### config.mk
export PLATFORM = sky130hd
export DESIGN_NAME = acc_seq_8bit
export DESIGN_NICKNAME = d
export VERILOG_FILES = /design/src/rtl/acc_pkg.sv /design/src/rtl/acc_frame_cnt.sv /design/src/rtl/acc_seq_8bit.sv
export SDC_FILE = /design/constraint.sdc
export NUM_CORES = 1
export LEC_CHECK = 0
export CORE_MARGIN = 1.5
export CORE_UTILIZATION = 25
export DETAILED_ROUTE_END_ITERATION = 8
export PLACE_DENSITY = 0.54
export SLEW_MARGIN = 20
export SYNTH_ARGS = -nofsm -noshare
export SYNTH_HDL_FRONTEND = slang
export SYNTH_SLANG_ARGS = --single-unit
### constraint.sdc
create_clock -name i_clk -period 3.2 [get_ports i_clk]
set_input_delay 0.32 -clock i_clk [delete_from_list [all_inputs] [get_ports i_clk]]
set_output_delay 0.32 -clock i_clk [all_outputs]
set_load 0.05 [all_outputs]
### src/rtl/acc_pkg.sv
// Shared constants for the frame accumulator sequencer: state encoding and default widths.
// Latency: n/a (package only).
// Backpressure: n/a (package only).
package acc_pkg;

  // Default width of the frame-length input and of the sample counter.
  localparam int LEN_W_DEF = 8;

  // Width of the sample path presented to the downstream accumulator.
  localparam int DATA_W = 8;

  // State encoding, kept as plain constants so other blocks can decode state.
  localparam logic [1:0] S_IDLE = 2'd0;
  localparam logic [1:0] S_INIT = 2'd1;
  localparam logic [1:0] S_RUN  = 2'd2;
  localparam logic [1:0] S_DONE = 2'd3;

  typedef enum logic [1:0] {
    ST_IDLE = S_IDLE,
    ST_INIT = S_INIT,
    ST_RUN  = S_RUN,
    ST_DONE = S_DONE
  } state_e;

endpackage

### src/rtl/acc_frame_cnt.sv
// Counts accepted samples within a frame and flags the acceptance that completes it.
// Latency: tc_o is combinational from inc_i and the count; the count updates one edge later.
// Backpressure: none; increments only when the parent reports an accepted sample.
//
// Ports:
//   clk_i, rst_n_i : clock, asynchronous active-low reset
//   clr_i          : synchronous clear (wins over increment)
//   inc_i          : one accepted sample this cycle
//   len_i          : latched frame length
//   tc_o           : this increment brings the count to len_i
module acc_frame_cnt
  import acc_pkg::*;
#(
  parameter int LEN_W = LEN_W_DEF
) (
  input  logic             clk_i,
  input  logic             rst_n_i,
  input  logic             clr_i,
  input  logic             inc_i,
  input  logic [LEN_W-1:0] len_i,
  output logic             tc_o
);

  logic [LEN_W-1:0] cnt_q, cnt_d;
  logic [LEN_W:0]   cnt_plus1;

  // One extra bit so a full-scale length compares cleanly without wrapping.
  assign cnt_plus1 = {1'b0, cnt_q} + {{LEN_W{1'b0}}, 1'b1};
  assign tc_o      = inc_i && (cnt_plus1 == {1'b0, len_i});

  always_comb begin
    cnt_d = cnt_q;
    if (clr_i) begin
      cnt_d = '0;
    end else if (inc_i) begin
      cnt_d = cnt_plus1[LEN_W-1:0];
    end
  end

  always_ff @(posedge clk_i or negedge rst_n_i) begin
    if (!rst_n_i) begin
      cnt_q <= '0;
    end else begin
      cnt_q <= cnt_d;
    end
  end

endmodule

### src/rtl/acc_seq_8bit.sv
// Frame sequencer feeding an 8-bit accumulator: clear strobe, then one add strobe per accepted sample.
// Latency: accepted sample appears on o_in/o_enable one cycle after the i_valid & o_ready handshake.
// Backpressure: o_ready is high only in RUN; it drops once the final sample of the frame is taken.
//
// Ports:
//   i_clk, i_rst_n      : clock, asynchronous active-low reset
//   i_start, i_len      : frame request and length, taken in IDLE when length is non-zero
//   i_valid, i_data     : upstream sample handshake, o_ready is the matching ready
//   o_init, o_enable,
//   o_in                : accumulator clear strobe, add strobe and sample
//   o_busy, o_done      : frame in progress (INIT/RUN), one-cycle completion pulse
//   i_abort             : present only when ACC_SEQ_ABORT_EN is defined; drops an
//                         in-progress frame without o_done
module acc_seq_8bit
  import acc_pkg::*;
#(
  parameter int LEN_W = LEN_W_DEF
) (
  input  logic              i_clk,
  input  logic              i_rst_n,
  input  logic              i_start,
  input  logic [LEN_W-1:0]  i_len,
  input  logic              i_valid,
  input  logic [DATA_W-1:0] i_data,
`ifdef ACC_SEQ_ABORT_EN
  input  logic              i_abort,
`endif
  output logic              o_ready,
  output logic              o_init,
  output logic              o_enable,
  output logic [DATA_W-1:0] o_in,
  output logic              o_busy,
  output logic              o_done
);

  state_e              state_q, state_d;
  logic [LEN_W-1:0]    len_q;
  logic                init_q, busy_q, done_q, enable_q;
  logic [DATA_W-1:0]   in_q;
  logic                accept;
  logic                last_accept;
  logic                cnt_clr;

  // Ready is a pure decode of the state register, so it never depends on i_valid.
  assign o_ready = (state_q == ST_RUN);
  assign accept  = i_valid && o_ready;
  assign cnt_clr = (state_q != ST_RUN);

  acc_frame_cnt #(
    .LEN_W (LEN_W)
  ) u_frame_cnt (
    .clk_i   (i_clk),
    .rst_n_i (i_rst_n),
    .clr_i   (cnt_clr),
    .inc_i   (accept),
    .len_i   (len_q),
    .tc_o    (last_accept)
  );

  always_comb begin
    state_d = state_q;
    case (state_q)
      ST_IDLE: if (i_start && (i_len != '0)) state_d = ST_INIT;
      ST_INIT: state_d = ST_RUN;
      ST_RUN:  if (last_accept) state_d = ST_DONE;
      ST_DONE: state_d = ST_IDLE;
      default: state_d = ST_IDLE;
    endcase
`ifdef ACC_SEQ_ABORT_EN
    // Abort overrides completion, so a frame aborted on its last sample gets no o_done.
    if (i_abort && ((state_q == ST_INIT) || (state_q == ST_RUN))) begin
      state_d = ST_IDLE;
    end
`endif
  end

  // Status outputs are registered from the next state so they line up with state_q.
  always_ff @(posedge i_clk or negedge i_rst_n) begin
    if (!i_rst_n) begin
      state_q  <= ST_IDLE;
      len_q    <= '0;
      init_q   <= 1'b0;
      busy_q   <= 1'b0;
      done_q   <= 1'b0;
      enable_q <= 1'b0;
      in_q     <= '0;
    end else begin
      state_q  <= state_d;
      if ((state_q == ST_IDLE) && (state_d == ST_INIT)) begin
        len_q <= i_len;
      end
      init_q   <= (state_d == ST_INIT);
      busy_q   <= (state_d == ST_INIT) || (state_d == ST_RUN);
      done_q   <= (state_d == ST_DONE);
      // The add strobe follows acceptance regardless of the next state, so a
      // sample taken in the same cycle as an abort or the final sample still lands.
      enable_q <= accept;
      if (accept) begin
        in_q <= i_data;
      end
    end
  end

  assign o_init   = init_q;
  assign o_busy   = busy_q;
  assign o_done   = done_q;
  assign o_enable = enable_q;
  assign o_in     = in_q;

endmodule

==> metrics <==
Syn Area/Cell 12.2 sq um; post-CTS resize count 0; Most common cell on crit path ha_1; DP Wirelength 2270 um; synthesized area 1460 sq um; #FFs+latches synth 30; RSZ-0062 raised after global routing false; Detail Route Antenna Nets 0; first-pass GRT wire length 5220 um; Starting Density 0.263; fin crit share 0.868; nets@finish 184; worst-path maximum fanout 8; Syn. warnings 0; final WL 2950 um; final hold vios 0; Max Root-Sink Buffers 2; die width 79.5 um; Tot GR Track Use 0.106; outcome completed; Num CTS Buffers 5; setup TNS 0 ns; Final Critical Period 2.78 ns; layout cells sized above 1 0.208; CP required 3.36 ns; endpoint class of the critical path flip-flop; DR WL met2 1440 um; gr ovfl total 0; vias in the first global route 1143; WL met3 163 um; TritonCTS clock tree built; Avg WL per Cell 12.8 um; CP Class reg -> reg; fill count 568; CP Launch Type flip-flop; setup violators final 0; Max Slew Vio Count 0; DIE HEIGHT 79.5 um; Clock Latency Late Sink 0.28 ns; fmax 0.360 GHz; vias per std cell 4.33; DRC Markers 0; initial antenna violation count 0; worst path arrival time 2.94 ns; skew final 0.0126 ns; Core Box Area 5570 sq um; gate count of the mapped netlist 120; Reg-to-Reg Start u_frame_cnt.cnt_q[0]$_DFFE_PN0P_; Worst-path clk slew 0.08 ns; CTS sink count 30; largest cells by area after synthesis dfrtp_1, mux2_2, xnor2_1, ha_1, xor2_1; largest net degree at the start of global routing 31; Leak 0.844 nW; Post-CTS Repair Setup Buffers 0; vias 1001; Worst Max-Slew Pin Slew 0.511 ns; CP cell instances ha_1 -> nand3_2 -> or3_1 -> a21oi_1 -> nor3_1 -> o41ai_2 -> ha_1 -> nand2_1 -> mux2_2; # diodes 0; Buf/Inv on CP 0; IR Drop Worst-Case VDD 0.000548 V; root buffer cell clkbuf_8; max_cap viols 0; Setup crit start u_frame_cnt.cnt_q[0]$_DFFE_PN0P_; syn nets 146; CP max-delay cell o41ai_2; top layer in use met3; Hold Path Class in -> async; Final Wtd Congestion 0.785; post-synth top area share 0.513; CP top delay family simple AND/OR/NAND/NOR gates; Iteration-0 DRC Markers 49; cell taking the most area after synthesis dfrtp_1; FP Rows 27; slowest stage delay, CP 0.49 ns; Layout area overhead 33.8%; Top Ports 33; register area share after synthesis 0.513; TritonRoute pass-1 iters 4; post-synth cell types 28; PwrDens 915 nW/um^2; wl on met1 1350 um; Port Buffer Count 32; Tot Pwr 1.79 mW; Hold-fix buffers, CTS 0; relative slew slack 0.658; H-tree levels 2; die area 6320 sq um
## per-layer routing
layer | vias up | global-route usage
li1 | 484 | -
met1 | 487 | 0.132
met2 | 30 | 0.169
met3 | 0 | 0.0354
met4 | 0 | 0.0404
met5 | - | 0
## sequential cells by signal (all words and copies together), names as in the netlist
name and flops:
u_frame_cnt.cnt_q 8, o_enable 1, o_init 1, o_in 8
len_q 8, o_done 1, o_busy 1, state_q 2
## logic make-up after synthesis
logic type | count (synthesis) | synth area share
AO/OA/AOI/OAI | 6 | 0.0316
XOR/XNOR | 18 | 0.108
adder cells (fa/ha/maj) | 6 | 0.0513
buffers and inverters | 9 | 0.0350
flip-flops | 30 | 0.513
multiplexers | 17 | 0.130
AND/OR/NAND/NOR | 34 | 0.132
## layout by cell type, fill, tap and decap left out, drive strengths merged
cell type and instances:
o2111ai 1, nand4 2, mux2i 1, nor4 3
o22ai 1, buf 4, inv 4, or3 1
clkbuf 5, nor3b 1, and2 6, o21ai 1
dfrtp 30, a21oi 2, clkinvlp 1, ha 6
and3 4, xor2 6, clkinv 2, nor3 2
o41ai 1, nor2b 2, xnor2 12, nand3 3
clkdlybuf4s50 32, mux2 16, nand2 10
## worst paths after layout
| check | to | slack, ns | depth (start not counted) |
|---|---|---|---|
| max | len_q[5]$_DFFE_PN0P_ | 0.42 | 9 |
| min | u_frame_cnt.cnt_q[7]$_DFFE_PN0P_ | 0.42 | 2 |
| max reg2reg | len_q[5]$_DFFE_PN0P_ | 0.42 | 9 |
| min reg2reg | o_in[3]$_DFFE_PN0P_ | 0.51 | 1 |
| max in group asynchronous | u_frame_cnt.cnt_q[2]$_DFFE_PN0P_ | 2.49 | 2 |
| min in group i_clk | o_in[3]$_DFFE_PN0P_ | 0.51 | 1 |
## area by class of cell
| class | count | area, sq um | share of cell area |
|---|---|---|---|
| Clock buffer | 5 | 68.8 | 0.0351 |
| Tap cell | 72 | 90.1 | 0.0460 |
| Inverter | 4 | 15.0 | 0.00767 |
| Clock inverter | 3 | 21.3 | 0.0109 |
| Sequential cell | 30 | 751 | 0.383 |
| Timing Repair Buffer | 36 | 350 | 0.179 |
| Multi-Input combinational cell | 81 | 662 | 0.338 |
## cells in the mapped netlist
cell type   n
and3_2      2
and2_1      6
buf_4       2
buf_6       1
nor4_1      3
o41ai_2     1
and3_1      2
ha_1        6
o22ai_1     1
nor3b_1     1
a21oi_1     2
or3_1       1
nand2_1     9
mux2_2     16
nand3_2     1
xnor2_1    12
xor2_1      6
nor2b_1     2
nand4_1     2
mux2i_1     1
nor3_1      2
buf_2       2
nand3_1     2
o2111ai_1   1
o21ai_0     1
inv_1       4
nand2_2     1
dfrtp_1    30
## metrics by stage
step	setup WS (ns)	std cells	cell area, sq um	util	hold slack (ns)
finish	0.423	231	1960	0.351	0.425
global route	0.191	231	1960	0.351	0.479
CTS	0.400	231	1960	0.351	0.439
detailed placement	0.365	223	1870	0.335	0.491
global placement	0.493	223	1870	0.335	0.489
floorplan	0.329	120	1460	-	0.0244
## worst register-to-register path: stages, from the launching register on
cell and delay, ns:
dfrtp_1 0.42, ha_1 0.26, nand3_2 0.11, or3_1 0.34
a21oi_1 0.15, nor3_1 0.08, o41ai_2 0.49, ha_1 0.25
nand2_1 0.22, mux2_2 0.35
## power by group
part           total [mW]  switching (mW)  internal (mW)
clock               0.300           0.148          0.152
sequential          0.613          0.0895          0.524
combinational       0.878           0.505          0.373
total                1.79           0.743           1.05
Power figures use the tool's default switching activity.
